### src/rtl/sram_like_arbiter.sv
// Shares one SRAM-like memory port between instruction fetch and EX-stage data accesses.
// Address phases are arbitrated here; an order FIFO steers the in-order responses back to their owner.
module sram_like_arbiter #(
    parameter int MAX_OUTSTANDING = 4,
    parameter int STARVE_LIMIT    = 3
) (
    input  logic        clock,
    input  logic        reset,

    input  logic        inst_req,
    input  logic [31:0] inst_address,
    output logic        inst_addr_ok,
    output logic        inst_data_ok,
    output logic [31:0] inst_rdata,

    input  logic        data_req,
    input  logic        data_wr,
    input  logic [1:0]  data_size,
    input  logic [31:0] data_address,
    input  logic [31:0] data_wdata,
    output logic        data_addr_ok,
    output logic        data_data_ok,
    output logic [31:0] data_rdata,

    output logic        mem_req,
    output logic        mem_wr,
    output logic [1:0]  mem_size,
    output logic [31:0] mem_address,
    output logic [31:0] mem_wdata,
    input  logic        mem_addr_ok,
    input  logic        mem_data_ok,
    input  logic [31:0] mem_rdata,

    output logic        protocol_error
);

    localparam int PTR_W = $clog2(MAX_OUTSTANDING);
    localparam int CNT_W = PTR_W + 1;
    localparam int SC_W  = (STARVE_LIMIT < 1) ? 1 : $clog2(STARVE_LIMIT + 1);

    localparam logic [CNT_W-1:0] FULL_COUNT = CNT_W'(MAX_OUTSTANDING);
    localparam logic [SC_W-1:0]  STARVE_MAX = SC_W'(STARVE_LIMIT);

    typedef enum logic [1:0] {
        IDLE,
        LOCK_INST,
        LOCK_DATA
    } state_t;

    state_t           state;
    state_t           next_state;
    logic             sel_data;
    logic             handshake;
    logic             push;
    logic             pop;
    logic             full;
    logic             head_src;
    logic [PTR_W-1:0] rd_ptr;
    logic [PTR_W-1:0] wr_ptr;
    logic [CNT_W-1:0] count;
    logic [SC_W-1:0]  starve;
    logic             order_q [MAX_OUTSTANDING];

    assign full = (count == FULL_COUNT);

    always_comb begin
        // NOTE: every output of this block is given a default first so no latch is inferred.
        next_state = state;
        mem_req    = 1'b0;
        sel_data   = 1'b0;
        case (state)
            IDLE: begin
                if (!full) begin
                    if (data_req && !(inst_req && starve == STARVE_MAX)) begin
                        mem_req  = 1'b1;
                        sel_data = 1'b1;
                    end else if (inst_req) begin
                        mem_req  = 1'b1;
                        sel_data = 1'b0;
                    end
                end
                if (mem_req && !mem_addr_ok) begin
                    next_state = sel_data ? LOCK_DATA : LOCK_INST;
                end
            end
            // A locked source keeps the port even if the other side asks meanwhile.
            LOCK_INST: begin
                mem_req  = 1'b1;
                sel_data = 1'b0;
                if (mem_addr_ok) next_state = IDLE;
            end
            LOCK_DATA: begin
                mem_req  = 1'b1;
                sel_data = 1'b1;
                if (mem_addr_ok) next_state = IDLE;
            end
            default: next_state = IDLE;
        endcase
    end

    assign mem_wr      = sel_data ? data_wr      : 1'b0;
    assign mem_size    = sel_data ? data_size    : 2'd2;
    assign mem_address = sel_data ? data_address : inst_address;
    assign mem_wdata   = sel_data ? data_wdata   : 32'd0;

    assign handshake    = mem_req & mem_addr_ok;
    assign inst_addr_ok = handshake & ~sel_data;
    assign data_addr_ok = handshake & sel_data;

    // Source ID: 0 = inst, 1 = data.
    assign push     = handshake;
    assign pop      = mem_data_ok & (count != '0);
    assign head_src = order_q[rd_ptr];

    assign inst_data_ok = pop & ~head_src;
    assign data_data_ok = pop & head_src;
    assign inst_rdata   = mem_rdata;
    assign data_rdata   = mem_rdata;

    always_ff @(posedge clock) begin
        // NOTE: sequential state uses non-blocking assignments so every flop samples pre-edge values.
        if (reset) begin
            state          <= IDLE;
            rd_ptr         <= '0;
            wr_ptr         <= '0;
            count          <= '0;
            starve         <= '0;
            protocol_error <= 1'b0;
        end else begin
            state <= next_state;
            if (push) wr_ptr <= wr_ptr + 1'b1;
            if (pop)  rd_ptr <= rd_ptr + 1'b1;
            case ({push, pop})
                2'b10:   count <= count + 1'b1;
                2'b01:   count <= count - 1'b1;
                default: count <= count;
            endcase
            if (!inst_req || inst_addr_ok) begin
                starve <= '0;
            end else if (data_addr_ok && starve < STARVE_MAX) begin
                starve <= starve + 1'b1;
            end
            if (mem_data_ok && count == '0) protocol_error <= 1'b1;
        end
    end

    // NOTE: FIFO storage is not reset; count and pointers alone decide which entries are valid.
    always_ff @(posedge clock) begin
        if (push) order_q[wr_ptr] <= sel_data;
    end

endmodule

### config.mk
export PLATFORM = sky130hd
export DESIGN_NAME = sram_like_arbiter
export DESIGN_NICKNAME = d
export VERILOG_FILES = /design/src/rtl/sram_like_arbiter.sv
export SDC_FILE = /design/constraint.sdc
export NUM_CORES = 1
export LEC_CHECK = 0
export ABC_AREA = 0
export BUFFER_PORTS_ARGS = -buffer_cell sky130_fd_sc_hd__buf_2
export CAP_MARGIN = 20
export CORE_AREA = 4 4 103 105
export CTS_BUF_LIST = sky130_fd_sc_hd__clkbuf_4 sky130_fd_sc_hd__clkbuf_8
export DETAILED_ROUTE_END_ITERATION = 6
export DIE_AREA = 0 0 107 109
export GPL_ROUTABILITY_DRIVEN = 0
export REMOVE_ABC_BUFFERS = 1
export SKIP_CTS_REPAIR_TIMING = 1
export SYNTH_ARGS = -nofsm -noshare
export SYNTH_HDL_FRONTEND = slang
export SYNTH_SLANG_ARGS = --single-unit
### constraint.sdc
create_clock -name clock -period 6 [get_ports clock]
set_clock_uncertainty 0.05 [all_clocks]
set_input_delay 0.3 -clock clock [delete_from_list [all_inputs] [get_ports clock]]
set_output_delay 0.3 -clock clock [all_outputs]
set_load 0.005 [all_outputs]
# Yosys cells after proc, flatten, opt, wreduce, memory -nomap -nowiden

Memory sizes are Yosys's and may differ from the RTL's. A register that Yosys moved wholly into a read port is not among the register bits.
Cells that the tools add are included.

Register bits after elaboration: 12
RAM bits: 4
Output and inout port bits: 137
Word-level logic and storage cells: 67
Memories kept: 1

Add/sub/neg operators: 5
$lt $le $gt $ge: 1
Equality and inequality tests: 8
Mux-type cells: 22
Bitwise logic cells: 8
Reduce and logical (&&, ||, !) cells: 16

Memory list:

| memory  | depth | width | rd ports | clocked after Yosys merged registers in | write ports | RTL line | RTL |
|---|---|---|---|---|---|---|---|
| order_q | 4     | 1     | 1        | 1                                       | 1           | 62       | `logic order_q [MAX_OUTSTANDING];` |

Operators by type and width:

| operator            | number |
|---|---|
| $mux 32             | 2 |
| $mux 2              | 6 |
| $mux 1              | 10 |
| $add 2x1->2 const B | 3 |
| $and 1x1->1         | 6 |
| $eq 2x2->1 const B  | 3 |
| $pmux 3 s2          | 1 |
| $logic_and 1x1->1   | 5 |
| $eq 2x1->1 const B  | 2 |
| $pmux 1 s2          | 2 |
| $pmux 2 s2          | 1 |
| $reduce_or 2->1     | 2 |
| $add 3x1->3 const B | 1 |
| $eq 3x3->1 const B  | 1 |
| $logic_not 1->1     | 3 |
| $logic_not 3->1     | 1 |
| $reduce_bool 3->1   | 1 |
| $sub 3x1->3 const B | 1 |
| $logic_not 2->1     | 1 |
| $lt 2x2->1 const B  | 1 |
| $ne 2x1->1 const B  | 1 |
| $ne 2x2->1 const B  | 1 |
| $not 1->1           | 2 |
| $reduce_and 2->1    | 1 |
| other kinds (2)     | 2 |

# Logic depth before layout (Yosys ltp)

Gate-level depths: netlist (run 1).

Depth in word-level cells: 12
Gate-level depth with buffers: 12

# Worst setup path after synthesis (run 1)

OpenSTA, ideal clock, no wires.

Kind: flip-flop to flip-flop
Start: register state[0]
End: register count[2]
Library setup time: 0.071 ns
Arrival: 2.539 ns
Slack: 3.340 ns
Stages on the path, launching flop included: 13
Cells stage by stage: dfxtp_1 -> inv_1 -> ha_1 -> nor2b_1 -> a31oi_1 -> inv_1 -> nand2_1 -> ha_1 -> inv_1 -> fa_1 -> xor2_1 -> or3_1 -> a21oi_1

Cells in the longest elaborated chain, start to end: 6
Elaborated cells on any way between the ends: 10
Classes of those cells: 4 x eq/ne; 2 x mux; 1 x bitwise; 3 x reduce/logical

Ends and longest elaborated chain:

| what                                            | RTL line | RTL |
|---|---|---|
| start: declaration                              | 50       | `state_t state;` |
| start signal: assignment                        | 130      | `state <= next_state;` |
| $eq 2x2->1 or $eq 2x1->1 (tied branches)        | 71       | `case (state)` |
| $reduce_or 2->1 (no line)                       | -        |  |
| $pmux 1 s2 (*)                                  | 71       |  |
| named net mem_req                               | 25       | `output logic mem_req,` |
| $and 1x1->1 (*)                                 | 106      | `assign handshake = mem_req & mem_addr_ok;` |
| $eq 2x1->1 or $eq 2x2->1 (tied branches)        | 133      | `case ({push, pop})` |
| $pmux 3 s2 or $reduce_bool 2->1 (tied branches) | -        |  |
| end signal: assignment                          | 134      | `2'b10: count <= count + 1'b1;` |
| end signal: assignment                          | 135      | `2'b01: count <= count - 1'b1;` |
| end signal: assignment                          | 136      | `default: count <= count;` |
| end: declaration                                | 60       | `logic [CNT_W-1:0] count;` |

Mark *: on every way through the listed nets, which the timed path passes. The rest lies on a longest branch.
A chain may end at the register's enable or synchronous reset.

# Final worst setup path (run 1)

Start: register state[0]
End: register count[2]

Cells in the longest elaborated chain, start to end: 6
Elaborated cells on any way between the ends: 10
Classes of those cells: 4 x eq/ne; 2 x mux; 1 x bitwise; 3 x reduce/logical

Ends and longest elaborated chain:

| what                                            | RTL line |
|---|---|
| $eq 2x2->1 or $eq 2x1->1 (tied branches)        | 71 |
| $reduce_or 2->1 (no line)                       | - |
| $pmux 1 s2 (*)                                  | 71 |
| $and 1x1->1 (*)                                 | 106 |
| $eq 2x1->1 or $eq 2x2->1 (tied branches)        | 133 |
| $pmux 3 s2 or $reduce_bool 2->1 (tied branches) | - |

Mark *: on every way between the ends. The rest lies on a longest branch, timed or not.

==> flow_metrics.tcl, run 1 <==
set metrics [dict create \
    hold_class "input pin to register" \
    holdPathStages 3 \
    antenna_found_initial 0 \
    timing.rr.start "state[0]$_SDFFE_PP0P_" \
    crit_chain "inv_1 > ha_1 > nor2b_1 > a31oi_1 > inv_1 > nand2_1 > ha_1 > inv_1 > fa_1 > xor2_1 > or3_1 > a21oi_1" \
    die_area_sq_um 11700 \
    critPathKind "register to register" \
    cts_sinks 18 \
    slew_violations 0 \
    crit_path_start_kind "register" \
    grt_pass1_wl_mm 10.9 \
    report.final.setup_viol 0 \
    place.port_buffers 177 \
    rr_endpoint "count[2]$_SDFFE_PP0P_" \
    core_area_sq_um 9640 \
    max_stage_delay_ps 370 \
    cp_num_buf_inv 3 \
    period_share_pct 49.5 \
    max-clock-path-buffers 2 \
    rsz0062_at_grt "false" \
    vias_per_cell 4.17 \
    cp.arrival_ps 3110 \
    insertion_delay_ps 250 \
    ir_drop_v 0.000105 \
    ys_top_cells_by_area "buf_4 24%, mux2_2 17%, dfxtp_1 13%" \
    initial_core_util_pct 21.7 \
    grt_pass1_vias 1916 \
    grt.overflow.total 0 \
    yosys.area.top_type_share_pct 24.0 \
    avgSynthCellArea_sq_um 8.64 \
    drt-initial-drc-count 36 \
    fillers 1072 \
    fp.dieW_microns 107 \
    htree_levels 1 \
    num_vias 2020 \
    drtPass1Iterations 4 \
    finalHoldViolCount 0 \
    track_usage_pct 12.4 \
    dpl.hpwl_mm 7.05 \
    startpoint "state[0]$_SDFFE_PP0P_" \
    row_count 36 \
    dp_slack_ps 3090 \
    cap_violations 0 \
    drt_wl_total_mm 8.20 \
    antenna_cells 0 \
    fin_nets 499 \
    r2r_cells 12 \
    seq_area_frac_synth_pct 19.1 \
    tritoncts "yes" \
    ant_nets 0 \
    r2r_setup_slack_ps 3030 \
    fin_setup_tns_ps 0 \
    multi_input_area_sq_um 1120 \
    synthToLayoutAreaGrowth_pct 27.3 \
    mostFrequentLayoutCell "buf_2" \
    ys.flop_type "dfxtp_1" \
    cts_made_buffers 3 \
    synthArstFlopShare_pct 0 \
    drc 0 \
    setup.worst_path.end_class "register" \
    crit_required_ps 6140 \
    synth.largest_area_cell "buf_4" \
    wl_per_cell_microns 16.9 \
    synth_enable_flop_cells 4 \
    fin_crit_ps 2970 \
    layout_common_cells "177 x buf_2, 35 x and2_1, 32 x mux2_2" \
    seqCellArea_sq_um 400 \
    crit_family "adder cells" \
    min_from "mem_data_ok" \
    syn_inst 242 \
    ys_ff_latch 18 \
    ys_types 36 \
    grt_max_degree 42 \
    worst_pin_slew_ps 492 \
    worst_path_max_delay_cell "dfxtp_1" \
    power_per_cell_area_nw_per_um2 332 \
    p_leak_uw 0.00137 \
    relSlewSlack_pct 67.2 \
    synth_warnings 0 \
    fmax_ghz 0.337 \
    critPathMaxFanout 8 \
    root_buffer "clkbuf_8" \
    synth_area_sq_um 2090 \
    cp_common_cell "inv_1" \
    die_y_microns 109 \
    run_status "finished clean" \
    io_pins 274 \
    drive_gt1_share_pct 62.4 \
    hold_end "protocol_error$_SDFFE_PP0P_" \
    worst_slack_ps 3030 \
    path_clk_slew_ps 70 \
]
[kinds of logic after synthesis]
kind of cell | share of synthesized area, %
buffers and inverters | 27.3
xor gates and xnor gates | 1.67
DFF | 19.1
and+or+nand+nor | 20.4
adders and majority gates | 6.34
AOI/OAI and AO/OA | 6.88
muxes | 18.3
[layout make-up]
type | instances | area share [%]
Clock buffer | 3 | 1.55
Clock inverter | 1 | 0.141
Inverter | 10 | 1.41
Multi-Input combinational cell | 141 | 42.1
Sequential cell | 18 | 15.0
Tap cell | 133 | 6.25
Timing Repair Buffer | 178 | 33.5
[how the worst max path moves through the flow]
stage,to,slack (ps),cells past startpoint
2_1_floorplan,count[2]$_SDFFE_PP0P_,3340,12
3_3_place_gp,count[2]$_SDFFE_PP0P_,3220,12
3_5_place_dp,count[2]$_SDFFE_PP0P_,3090,12
4_1_cts,count[2]$_SDFFE_PP0P_,3050,12
5_1_grt,count[2]$_SDFFE_PP0P_,2780,12
6_report,count[2]$_SDFFE_PP0P_,3030,12
[through the flow]
stage | hold slack [ps] | area [sq um] | util, % | power, uW | instances
after floorplan | 319 | 1560 | - | 553 | 169
after global placement | 398 | 2620 | 27.2 | 800 | 480
after detailed placement | 406 | 2620 | 27.2 | 810 | 480
after CTS | 244 | 2660 | 27.6 | 902 | 484
after global routing | 251 | 2660 | 27.6 | 967 | 484
final | 239 | 2660 | 27.6 | 884 | 484
[tightest hold or removal path: stages]
cell and delay, ps:
buf_2 90, a21oi_1 50, nor2_1 70
[where the power goes]
part           switching (uW)  leakage (uW)  internal [uW]  total [uW]
Combinational             296       0.00120            318         614
Sequential               24.4      0.000151            159         183
Clock                    40.8     0.0000231           45.5        86.3
[cell usage after synthesis, types with 2 or more instances]
master    number
clkbuf_1       5
mux2_2        32
a21oi_1        7
ha_1           9
inv_1          9
o22ai_1        2
nor2b_1        5
nand2b_1       2
nand2_1        7
and2_1        35
and3_1         5
nand3_1        2
o31a_1         2
buf_4         67
dfxtp_1       14
o21ai_0        5
xor2_1         3
nor2_1        10
edfxtp_1       4
[per-layer routing]
layer  GRT usage [%]  wire, microns  vias up
met5            10.3             90        -
met4            1.64             53        4
met3            11.4           1530       10
met2            15.6           3330      178
met1            14.8           3200      872
li1                -              -      956
(Power assumes the default switching activity.)
==> run 2: changes to the inputs <==
==> constraint.sdc (replaced) <==
create_clock -name clock -period 3 [get_ports clock]
set_clock_uncertainty 0.05 [all_clocks]
set_input_delay 0.15 -clock clock [delete_from_list [all_inputs] [get_ports clock]]
set_output_delay 0.15 -clock clock [all_outputs]
set_load 0.005 [all_outputs]
==> flow_metrics.tcl, run 2 (synthesized netlist as in run 1, its figures left out) <==
set metrics [dict create \
    run_status "finished clean" \
    cts_made_buffers 3 \
    relSlewSlack_pct 64.4 \
    finalHoldViolCount 0 \
    timing.rr.start "state[0]$_SDFFE_PP0P_" \
    critPathKind "register to register" \
    path_clk_slew_ps 70 \
    fin_area_sq_um 2670 \
    mostFrequentLayoutCell "buf_2" \
    cp.arrival_ps 2920 \
    drive_gt1_share_pct 62.5 \
    rsz0062_at_grt "false" \
    ir_drop_v 0.000208 \
    die_area_sq_um 11700 \
    drt-initial-drc-count 55 \
    r2r_cells 12 \
    wl_per_cell_microns 17.0 \
    fillers 1080 \
    max-clock-path-buffers 2 \
    place_area_sq_um 2630 \
    synthToLayoutAreaGrowth_pct 27.7 \
    fin_setup_tns_ps 0 \
    drt_wl_total_mm 8.25 \
    r2r_setup_slack_ps 220 \
    core_area_sq_um 9640 \
    endpoint "count[2]$_SDFFE_PP0P_" \
    seqPwrFrac_pct 20.5 \
    final_core_util_pct 27.7 \
    antenna_found_initial 0 \
    switching_share_pct 40.9 \
    crit_required_ps 3140 \
    rr_endpoint "count[2]$_SDFFE_PP0P_" \
    num_vias 2027 \
    place.port_buffers 177 \
    crit_path_start_kind "register" \
    antenna_cells 0 \
    crit_chain "inv_1 > ha_1 > nor2b_1 > a31oi_1 > inv_1 > nand2_1 > ha_1 > inv_1 > fa_1 > xor2_1 > or3_1 > a21oi_1" \
    p_leak_uw 0.00137 \
    ant_nets 0 \
    cap_violations 0 \
    critPathMaxFanout 6 \
    layout_common_cells "177 x buf_2, 35 x and2_1, 32 x mux2_2" \
    finalPower_uw 1790 \
    dpl.hpwl_mm 7.07 \
    grt.overflow.total 0 \
    initial_core_util_pct 21.7 \
    drc 0 \
    grt_pass1_vias 2044 \
    row_count 36 \
    grt_max_degree 42 \
    setup.worst_path.end_class "register" \
    clockPowerShare_pct 9.7 \
    die_y_microns 109 \
    report.final.setup_viol 0 \
    startpoint "state[0]$_SDFFE_PP0P_" \
    worst_path_max_delay_cell "fa_1" \
    track_usage_pct 12.7 \
    root_buffer "clkbuf_8" \
    hold_class "input pin to register" \
    fp.dieW_microns 107 \
    vias_per_cell 4.18 \
    tritoncts "yes" \
    slew_violations 0 \
    power_per_cell_area_nw_per_um2 670 \
    worst_pin_slew_ps 533 \
    fin_nets 500 \
    period_share_pct 92.8 \
    power.internal_uw 1060 \
    htree_levels 1 \
    grt_pass1_wl_mm 11.3 \
    max_stage_delay_ps 370 \
    io_pins 274 \
    fmax_ghz 0.359 \
    p_switching_uw 732 \
    cts_sinks 18 \
    drtPass1Iterations 6 \
    fin_crit_ps 2780 \
    insertion_delay_ps 260 \
    cp_common_cell "inv_1" \
    pwr-share-comb_pct 69.8 \
]
## run 2: stage by stage
step	hold slack (ps)	worst slack, ps	cells
after floorplan	169	341	169
after global placement	250	337	481
after detailed placement	250	203	481
after CTS	94.6	194	485
after global routing	127	7.01	485
final	97.9	216	485
## run 2: worst min path at each step
stage | depth (start not counted) | startpoint | end
floorplan | 1 | reset | count[2]$_SDFFE_PP0P_
global placement | 0 | mem_rdata[18] | data_rdata[18]
detailed placement | 0 | mem_rdata[18] | data_rdata[18]
CTS | 3 | mem_data_ok | protocol_error$_SDFFE_PP0P_
global route | 3 | mem_data_ok | protocol_error$_SDFFE_PP0P_
finish | 3 | mem_data_ok | protocol_error$_SDFFE_PP0P_
## run 2: power by group through the flow
stage                     Clock [uW]  Sequential, uW  Combinational (uW)
after global routing             188             377                1390
final                            174             367                1250
after global placement             0             368                1240
after CTS                        179             367                1270
after floorplan                    0             361                 745
after detailed placement           0             373                1260
## run 2: area by class of cell
class / instances / area (sq um) / share of cell area, %
clock inverters: 1 / 3.75 / 0.141
repair buffers: 179 / 901 / 33.7
clock buffers: 3 / 41.3 / 1.55
well taps: 133 / 166 / 6.23
inverters: 10 / 37.5 / 1.41
multi-input cells: 141 / 1120 / 42.0
flip-flops and latches: 18 / 400 / 15.0
## run 2: worst max-delay path, delay by kind of cell (launching register included)
family                     cells  cell delay (ps)
AOI/OAI and AO/OA              2              490
xor gates and xnor gates       1              150
adders and majority gates      3              840
buffers and inverters          3              230
DFF                            1              350
and+or+nand+nor                3              590
## run 2: routing by layer
| layer | share of wire, % | GRT usage, % |
|---|---|---|
| met2 | 41 | 16.7 |
| met5 | 1.1 | 10.3 |
| met1 | 39 | 15.4 |
| met4 | 0.32 | 1.37 |
| met3 | 18 | 10.6 |
